==> src/rtl/ddr_line_reader.sv <==
// DDR read engine: fetches a video frame line by line from one of two frame
// buffers and streams the returned beats into an external line FIFO.
module ddr_line_reader #(
  parameter int ADDR_W          = 29,
  parameter int DATA_W          = 256,
  parameter int ADDR_INC        = 8,
  parameter int CMDS_PER_LINE   = 30,
  parameter int LINES_PER_FRAME = 160,
  parameter int BEATS_PER_CMD   = 1,
  parameter int FRAME_BASE0     = 0,
  parameter int FRAME_BASE1     = 65536,
  parameter int CNT_W           = 11
) (
  input  logic              clk,
  input  logic              rst_n,
  input  logic              init_calib_complete,
  input  logic              frame_start,
  input  logic              frame_sel,
  input  logic              line_req,
  input  logic              ddr_cmd_rdy,
  output logic [2:0]        ddr_cmd,
  output logic              ddr_cmd_en,
  output logic [ADDR_W-1:0] ddr_addr,
  input  logic              ddr_rd_data_valid,
  input  logic [DATA_W-1:0] ddr_rd_data,
  input  logic [CNT_W-1:0]  fifo_free,
  output logic              fifo_wr_en,
  output logic [DATA_W-1:0] fifo_wr_data,
  output logic              busy,
  output logic [7:0]        line_idx,
  output logic              frame_done,
  output logic [2:0]        err,
  input  logic              err_clr
);

  localparam int                CMD_W     = (CMDS_PER_LINE > 1) ? $clog2(CMDS_PER_LINE) : 1;
  localparam logic [ADDR_W-1:0] BASE0     = ADDR_W'(FRAME_BASE0);
  localparam logic [ADDR_W-1:0] BASE1     = ADDR_W'(FRAME_BASE1);
  localparam logic [ADDR_W-1:0] ADDR_STEP = ADDR_W'(ADDR_INC);
  localparam logic [CMD_W-1:0]  LAST_CMD  = CMD_W'(CMDS_PER_LINE - 1);
  localparam logic [7:0]        LAST_LINE = 8'(LINES_PER_FRAME - 1);
  localparam logic [CNT_W-1:0]  BEATS     = CNT_W'(BEATS_PER_CMD);
  localparam logic [CNT_W-1:0]  ONE       = CNT_W'(1);

  typedef enum logic [1:0] {
    IDLE      = 2'd0,
    ISSUE     = 2'd1,
    DRAIN     = 2'd2,
    WAIT_LINE = 2'd3
  } state_t;

  state_t           state, state_nxt;
  logic [CMD_W-1:0] cmd_cnt;
  logic [CNT_W-1:0] outstanding, outstanding_nxt;
  logic             pending_req;
  logic [CNT_W:0]   credit_diff;
  logic             credit_ok;
  logic             start_frame;
  logic             next_line;
  logic             beat_dec;
  logic [2:0]       err_set;

  assign ddr_cmd      = 3'd1;
  assign busy         = (state != IDLE);
  assign fifo_wr_en   = ddr_rd_data_valid & rst_n;
  assign fifo_wr_data = rst_n ? ddr_rd_data : '0;

  // Free space minus beats already in flight; a negative difference means no credit.
  assign credit_diff = {1'b0, fifo_free} - {1'b0, outstanding};
  assign credit_ok   = !credit_diff[CNT_W] && (credit_diff >= {1'b0, BEATS});

  // A beat with nothing outstanding is forwarded but never decrements below zero.
  assign beat_dec = ddr_rd_data_valid && (outstanding != '0);

  assign err_set = {ddr_rd_data_valid && (outstanding == '0),
                    line_req && pending_req && busy,
                    frame_start && busy};

  always_comb begin
    outstanding_nxt = outstanding;
    if (ddr_cmd_en) outstanding_nxt = outstanding_nxt + BEATS;
    if (beat_dec)   outstanding_nxt = outstanding_nxt - ONE;
  end

  always_comb begin
    state_nxt   = state;
    ddr_cmd_en  = 1'b0;
    frame_done  = 1'b0;
    start_frame = 1'b0;
    next_line   = 1'b0;
    case (state)
      IDLE: begin
        if (frame_start && init_calib_complete) begin
          start_frame = 1'b1;
          state_nxt   = ISSUE;
        end
      end
      ISSUE: begin
        ddr_cmd_en = ddr_cmd_rdy && credit_ok;
        if (ddr_cmd_en && (cmd_cnt == LAST_CMD)) state_nxt = DRAIN;
      end
      DRAIN: begin
        if (outstanding == '0) begin
          if (line_idx == LAST_LINE) begin
            frame_done = 1'b1;
            state_nxt  = IDLE;
          end else begin
            state_nxt = WAIT_LINE;
          end
        end
      end
      WAIT_LINE: begin
        if (line_req || pending_req) begin
          next_line = 1'b1;
          state_nxt = ISSUE;
        end
      end
      default: state_nxt = IDLE;
    endcase
  end

  always_ff @(posedge clk or negedge rst_n) begin
    if (!rst_n) state <= IDLE;
    else        state <= state_nxt;
  end

  // Address runs on across lines: each line starts where the previous one ended.
  always_ff @(posedge clk or negedge rst_n) begin
    if (!rst_n) begin
      ddr_addr <= '0;
      cmd_cnt  <= '0;
      line_idx <= '0;
    end else if (start_frame) begin
      ddr_addr <= frame_sel ? BASE1 : BASE0;
      cmd_cnt  <= '0;
      line_idx <= '0;
    end else begin
      if (ddr_cmd_en) begin
        ddr_addr <= ddr_addr + ADDR_STEP;
        cmd_cnt  <= (cmd_cnt == LAST_CMD) ? '0 : cmd_cnt + 1'b1;
      end
      if (next_line) line_idx <= line_idx + 8'd1;
    end
  end

  always_ff @(posedge clk or negedge rst_n) begin
    if (!rst_n) outstanding <= '0;
    else        outstanding <= outstanding_nxt;
  end

  always_ff @(posedge clk or negedge rst_n) begin
    if (!rst_n)                                   pending_req <= 1'b0;
    else if (next_line)                           pending_req <= 1'b0;
    else if (line_req && (state == ISSUE || state == DRAIN)) pending_req <= 1'b1;
  end

  // Setting wins over clearing so an error in the clear cycle is not lost.
  always_ff @(posedge clk or negedge rst_n) begin
    if (!rst_n) err <= '0;
    else        err <= (err & ~{3{err_clr}}) | err_set;
  end

endmodule

==> config.mk <==
export PLATFORM = sky130hd
export DESIGN_NAME = ddr_line_reader
export DESIGN_NICKNAME = d
export VERILOG_FILES = /design/src/rtl/ddr_line_reader.sv
export SDC_FILE = /design/constraint.sdc
export NUM_CORES = 1
export LEC_CHECK = 0
export ABC_AREA = 1
export CAP_MARGIN = 20
export CORE_AREA = 2 2 223 225
export DETAILED_ROUTE_END_ITERATION = 6
export DIE_AREA = 0 0 225 227
export GPL_TIMING_DRIVEN = 0
export REMOVE_ABC_BUFFERS = 1
export SLEW_MARGIN = 30
export SYNTH_ARGS = -nofsm -noshare
export SYNTH_HDL_FRONTEND = slang
export SYNTH_SLANG_ARGS = --single-unit
export TNS_END_PERCENT = 20
==> constraint.sdc <==
create_clock -name clk -period 4.15 [get_ports clk]
set_input_delay 0.83 -clock clk [delete_from_list [all_inputs] [get_ports clk]]
set_output_delay 0.83 -clock clk [all_outputs]
set_load 0.02 [all_outputs]
==> results.yml, run 1 <==
yosys:
  syn_area_mm2: 0.006359
  synth_cells: 1155
  avgSynthCellArea_um2: 5.505
  synth-seq-area-share_pct: 22.04
  ys_warn_count: 0
  synth_seq_cells: 56
  ys_types: 41
timing:
  slew_viol_final: 0
  slew_headroom_pct: 43.05
  min_period_ns: 3.999
  rsz0062_at_grt: "false"
  skew_ns: 0.005666
  tightestPinTransition_ns: 0.8496
  max_freq_mhz: 250.1
  period_share_pct: 96.36
  setup_viol: 0
  holdWs_ns: 0.4831
  setup_ws_ns: 0.1510
  finalHoldViolations: 0
clock_network:
  cts_made_buffers: 5
  clk_pin_slew_ns: 0.08
  worstSkewPairLatency_ns: 0.30
  ctsHoldBuffers: 0
  root_buffer: "clkbuf_16"
  cts_tree: "yes"
  clock_path_buffers: 2
  cts_sinks: 56
  htreeDepth: 2
power:
  power_density_mw_per_mm2: 319.6
  combPwrFrac_pct: 67.2
  leakagePower_nw: 6.996
  p_sw_w: 0.002068
  p_clk_share_pct: 10.9
  p_sw_share_pct: 50.08
  p_int_w: 0.002062
  seqPwrFrac_pct: 21.9
  peakVddDrop_mv: 0.3363
detailed_routing:
  firstDrtPassIters: 5
  antenna_left: 0
  via_per_inst: 3.877
  vias: 9033
  wire_per_inst_um: 23.16
  wirelength_um: 53970
  drtIter0Drc: 456
  drc: 0
floorplanning:
  die_y_um: 227
  fp.dieW_um: 225
  start_util_pct: 13.10
  rows: 81
  die_area_mm2: 0.05108
  core_mm2: 0.04855
  io_pins: 579
critical_path:
  crit_fanout: 13
  worstSetupStartpointType: "primary input"
  reg2reg_slack_ns: 0.69
  cp_data_required_time_ns: 3.32
  crit_type: "in -> out"
  end_kind: "output pin"
  arrival_ns: 3.17
run_status:
  outcome: "complete, no violations"
placement:
  io_buffers: 572
  place_hpwl_um: 47140
  post-place-ws_ns: -1.026
  place_congestion: 0.8970
  place_inst: 2309
global_route:
  grt_use_total_pct: 19.93
  antenna_found_initial: 29
  grt_first_pass_wirelength_um: 70080
  grt_pass1_vias: 8989
  overflow: 0
  grt_max_degree: 120
hold_path:
  hp-class: "in -> async"
final_layout:
  drive_gt1_share_pct: 3.416
  syn2layout_area_growth_pct: 103.2
  final_nets: 1996
  fin_cells: 2330
job:
  max_cap_viol_count: 0
==> cell type report <==
class	count	area, um^2
antenna	10	25.02
clock buffer	6	128.9
clock inverter	2	16.27
fill	5435	35620
inverter	366	1379
multi-input combinational	691	3391
sequential	56	1401
tap	622	778.2
timing repair buffer	577	5803
==> worst max-delay path: stages <==
cell             delay [ns]
clkdlybuf4s50_1        0.45
inv_1                  0.06
ha_1                   0.20
inv_2                  0.06
fa_2                   0.42
inv_1                  0.06
nand2_1                0.04
a21oi_1                0.12
nand2_1                0.07
nor2_1                 0.11
nand3_1                0.09
nor2_2                 0.15
nand3_4                0.12
nand3_4                0.13
inv_6                  0.09
buf_2                  0.17
==> synthesized netlist by cell type <==
library cell	instances	area, um^2
nand2_1	400	1501
inv_1	362	1359
dfrtp_1	56	1401
nor2_1	43	161.4
nand3_1	36	180.2
o21ai_0	35	175.2
clkbuf_1	33	123.9
a21oi_1	23	115.1
ha_1	22	275.3
nand4_1	21	131.4
nor3_1	19	95.09
xor2_1	17	148.9
nor4_1	12	75.07
nand2_2	10	62.56
buf_4	8	60.06
inv_2	4	15.01
nand2_4	4	45.04
nand3_2	4	40.04
nand3b_1	4	30.03
nand4_2	4	50.05
nor2_2	4	25.02
a21oi_2	3	26.28
buf_6	3	33.78
nor2_4	3	33.78
o21ai_1	3	15.01
o22ai_1	3	18.77
a221oi_1	2	17.52
buf_2	2	10.01
conb_1	2	7.510
xnor2_1	2	17.52
a211oi_1	1	7.510
a311oi_1	1	8.760
a31oi_1	1	6.260
fa_1	1	20.02
nand3_4	1	17.52
nor3_2	1	10.01
nor3b_1	1	7.510
o21a_1	1	7.510
o31ai_1	1	7.510
o41ai_1	1	8.760
or2_0	1	6.260
==> per-layer routing <==
layer  share of wire [%]  up-vias  wire length (um)  GRT usage [%]
met5                0.33        -               180              0
met4                 2.6       30              1423          4.743
met3                  15       70              8131          13.46
met2                  44      363             23530          31.56
met1                  38     4160             20710          21.93
li1                    -     4410                 -              -
==> final timing paths <==
path	startpoint	to	cells after the start
max	fifo_free[0]	ddr_cmd_en	16
min	rst_n	err[0]$_DFF_PN0_	1
max in group asynchronous	rst_n	ddr_addr[16]$_DFFE_PN0P_	2
min reg2reg	err[0]$_DFF_PN0_	err[0]$_DFF_PN0_	2
min in group clk	err[0]$_DFF_PN0_	err[0]$_DFF_PN0_	2
max reg2reg	outstanding[2]$_DFF_PN0_	ddr_addr[20]$_DFFE_PN0P_	18
==> power by group through the flow <==
stage	Clock, W	Combinational, W	Sequential [W]
3_3_place_gp	0	0.00280	0.000906
2_1_floorplan	0	0.00145	0.000957
4_1_cts	0.000462	0.00279	0.000903
3_5_place_dp	0	0.00276	0.000910
5_1_grt	0.000484	0.00306	0.000931
6_report	0.000452	0.00277	0.000904
==> cells by family (layout without fill, tap and decap cells) <==
family	Yosys count	after routing	synth area share (%)
other	2	16	0.1181
flip-flops	56	56	22.04
AO/OA/AOI/OAI	75	75	6.514
adder cells (fa/ha/maj)	23	23	4.644
buffers and inverters	412	951	25.19
XOR/XNOR	19	19	2.617
AND/OR/NAND/NOR	568	568	38.88
==> flip-flops by register name, indices dropped and copies added (netlist names) <==
signal	cells
cmd_cnt	5
ddr_addr	26
err	3
line_idx	8
outstanding	11
pending_req	1
state	2
==> placed cells by master, fill, tap and decap left out, types with 2 or more instances in the layout <==
cell type and count:
a21oi_2 3, inv_2 5, nand3_1 36, xnor2_1 2, o21ai_1 3, nor3_1 18
nand2_2 11, conb_1 6, a21oi_1 23, o22ai_1 3, nor2_1 42, nand3_2 3
dfrtp_1 56, a221oi_1 2, nand4_1 21, diode_2 10, clkdlybuf4s50_1 570, nand4_2 4
nand3_4 2, nor4_1 12, nand2_4 4, o21ai_0 35, nand3b_1 4, nor3_2 2
buf_4 3, buf_16 2, xor2_1 17, nand2_1 399, ha_1 22, inv_1 360
nor2_2 5, clkbuf_16 5, nor2_4 3
==> repair_timing <==
item                                   in CTS  in global routing
gates cloned                                0                  0
endpoints found under the hold margin       0                  0
pin swaps                                   3                  1
setup buffers                               2                  1
resized for setup                           9                  2
setup endpoints to repair                   6                  4
==> stage by stage <==
step | util [%] | setup TNS, ns | area [um^2] | total power (W)
3_5_place_dp | 26.19 | -7.651 | 12710 | 0.003671
2_1_floorplan | - | 0 | 6146 | 0.002405
3_3_place_gp | 26.06 | -2400.39 | 12650 | 0.003702
4_1_cts | 26.54 | 0 | 12880 | 0.004160
5_1_grt | 26.57 | 0 | 12900 | 0.004480
6_report | 26.62 | 0 | 12920 | 0.004130
No activity file was read; power rests on OpenSTA's default activity.
==> run 2, diff against run 1 <==
Settings changed: CTS_BUF_LIST set to sky130_fd_sc_hd__clkbuf_4 sky130_fd_sc_hd__clkbuf_8 sky130_fd_sc_hd__clkbuf_16, GPL_ROUTABILITY_DRIVEN set to 0.
==> run 2 against run 1 <==
Flip-flop and latch count unchanged. Combinational power rose by 1%. Global-route usage decreased by 0.17 points. Worst setup slack better by 0.15 ns. Sequential share of layout area decreased by 0.078 points. Critical path depth shrank 4. Clock skew grew 0.0027 ns. Cell count about the same. Non-clock buffer count increased by 4. Count of clock-buffer cells in the layout unchanged. Power up 0.68%. Register-to-register slack barely moved. Highest routed layer unchanged.
==> results.yml, run 2 (same netlist as run 1, synthesis figures left out) <==
global_route:
  grt_first_pass_wirelength_um: 69310
  grt_pass1_vias: 8840
  grt_max_degree: 100
  overflow: 0
  antenna_found_initial: 30
  grt_use_total_pct: 19.76
floorplanning:
  fp.dieW_um: 225
  core_mm2: 0.04855
  start_util_pct: 13.10
  rows: 81
  die_y_um: 227
  die_area_mm2: 0.05108
  io_pins: 579
job:
  max_cap_viol_count: 0
final_layout:
  fin_util_pct: 26.81
  n_fill_cell: 5425
  syn2layout_area_growth_pct: 104.7
  final_nets: 2001
  top_regs: "ddr_addr: 26 flops, outstanding: 11 flops, line_idx: 8 flops"
  mostFrequentLayoutCell: "clkdlybuf4s50_1"
  regMostFlops: "ddr_addr"
  mostFrequentLayoutCells: "clkdlybuf4s50_1 (569), nand2_1 (400), inv_1 (358)"
  drive_gt1_share_pct: 3.934
  largest_reg_flops: 26
detailed_routing:
  wire_per_inst_um: 22.96
  drc: 0
  wirelength_um: 53540
  vias: 9098
  via_per_inst: 3.901
  drtIter0Drc: 456
  firstDrtPassIters: 5
  antenna_left: 0
timing:
  tightestPinTransition_ns: 0.9349
  fin_setup_tns_ns: 0
  setup_viol: 0
  rsz0062_at_grt: "false"
  min_period_ns: 3.852
  period_share_pct: 92.83
  finalHoldViolations: 0
  skew_ns: 0.008398
  max_freq_mhz: 259.6
  slew_viol_final: 0
  slew_headroom_pct: 37.33
placement:
  place_hpwl_um: 47020
  io_buffers: 572
power:
  power_w: 0.004158
  power_density_mw_per_mm2: 319.5
  leakagePower_nw: 7.039
  peakVddDrop_mv: 0.3126
critical_path:
  cp_data_required_time_ns: 3.32
  crit_fanout: 8
  crit_type: "in -> out"
  arrival_ns: 3.02
  r2r_cells: 21
  end_kind: "output pin"
  crit_start: "fifo_free[2]"
  worstSetupStartpointType: "primary input"
  r2r-start: "outstanding[0]$_DFF_PN0_"
hold_path:
  hp-class: "in -> async"
clock_network:
  clk_pin_slew_ns: 0.07
  worstSkewPairLatency_ns: 0.30
  cts_made_buffers: 5
  root_buffer: "clkbuf_16"
  ctsHoldBuffers: 0
  cts_sinks: 56
  htreeDepth: 2
  cts_tree: "yes"
  clock_path_buffers: 2
run_status:
  outcome: "complete, no violations"
## run 2: cell count changes in the layout (fill, tap and decap cells not counted), sizes merged, moves of 2 or more
| cell | previous run | this run |
|---|---|---|
| diode | 10 | 7 |
| inv | 366 | 364 |
| buf | 7 | 11 |
| clkinvlp | 1 | 3 |
## run 2: cell type report
| type | count | area [um^2] | area share, % |
|---|---|---|---|
| clock inverter | 2 | 16.27 | 0.1250 |
| timing repair inverter | 1 | 5.005 | 0.03845 |
| antenna | 7 | 17.52 | 0.1346 |
| sequential | 56 | 1401 | 10.77 |
| tap | 622 | 778.2 | 5.979 |
| timing repair buffer | 581 | 5866 | 45.06 |
| inverter | 366 | 1390 | 10.68 |
| multi-input combinational | 691 | 3410 | 26.19 |
| clock buffer | 6 | 132.6 | 1.019 |
## run 2: critical path, stage by stage
cell and delay, ns:
clkdlybuf4s50_1 0.42, ha_1 0.39, or2_1 0.27, a21oi_2 0.13
nand2_1 0.06, nor2_1 0.13, nand3_1 0.10, nor2_2 0.18
nand3_4 0.11, nand3_4 0.16, clkinv_8 0.08, buf_6 0.13
## run 2: layer usage
layer	part of all wire (%)	track usage (%)
met1	38	21.72
met2	45	31.28
met3	16	13.82
met4	1.5	4.016
met5	0.40	0
## run 2: where the power goes
group	switching [W]	total, W	internal, W	leakage [nW]
clock network	0.000215	0.000448	0.000233	0.0705
logic	0.00165	0.00281	0.00116	6.23
registers	0.000197	0.000904	0.000707	0.739
total	0.00206	0.00416	0.00210	7.04
## run 2: path summary, 6_finish.rpt
path,endpoint,slack [ns]
max in group asynchronous,outstanding[6]$_DFF_PN0_,3.03
min in group clk,err[2]$_DFF_PN0_,0.54
setup reg to reg,outstanding[6]$_DFF_PN0_,0.68
hold / removal,err[0]$_DFF_PN0_,0.44
hold reg to reg,err[2]$_DFF_PN0_,0.54
setup / recovery,ddr_cmd_en,0.30
## run 2: timing repair
item / 4_1_cts / 5_1_grt
pin swaps: 2 / 8
cloned: 0 / 1
setup endpoints to repair: 1 / 24
gates resized for setup: 10 / 14
buffers inserted: 2 / 4
## run 2: stage by stage
step                area, um^2  instances  worst slack, ns  hold WS (ns)
CTS                      12920       2320          0.03266        0.4519
floorplan                 6146       1113           0.6402        0.4938
global route             13010       2330          0.03657        0.4604
finish                   13020       2332           0.2975        0.4409
detailed placement       12740       2310          -0.9309        0.5287
global placement         12650       2307           -9.060        0.5103
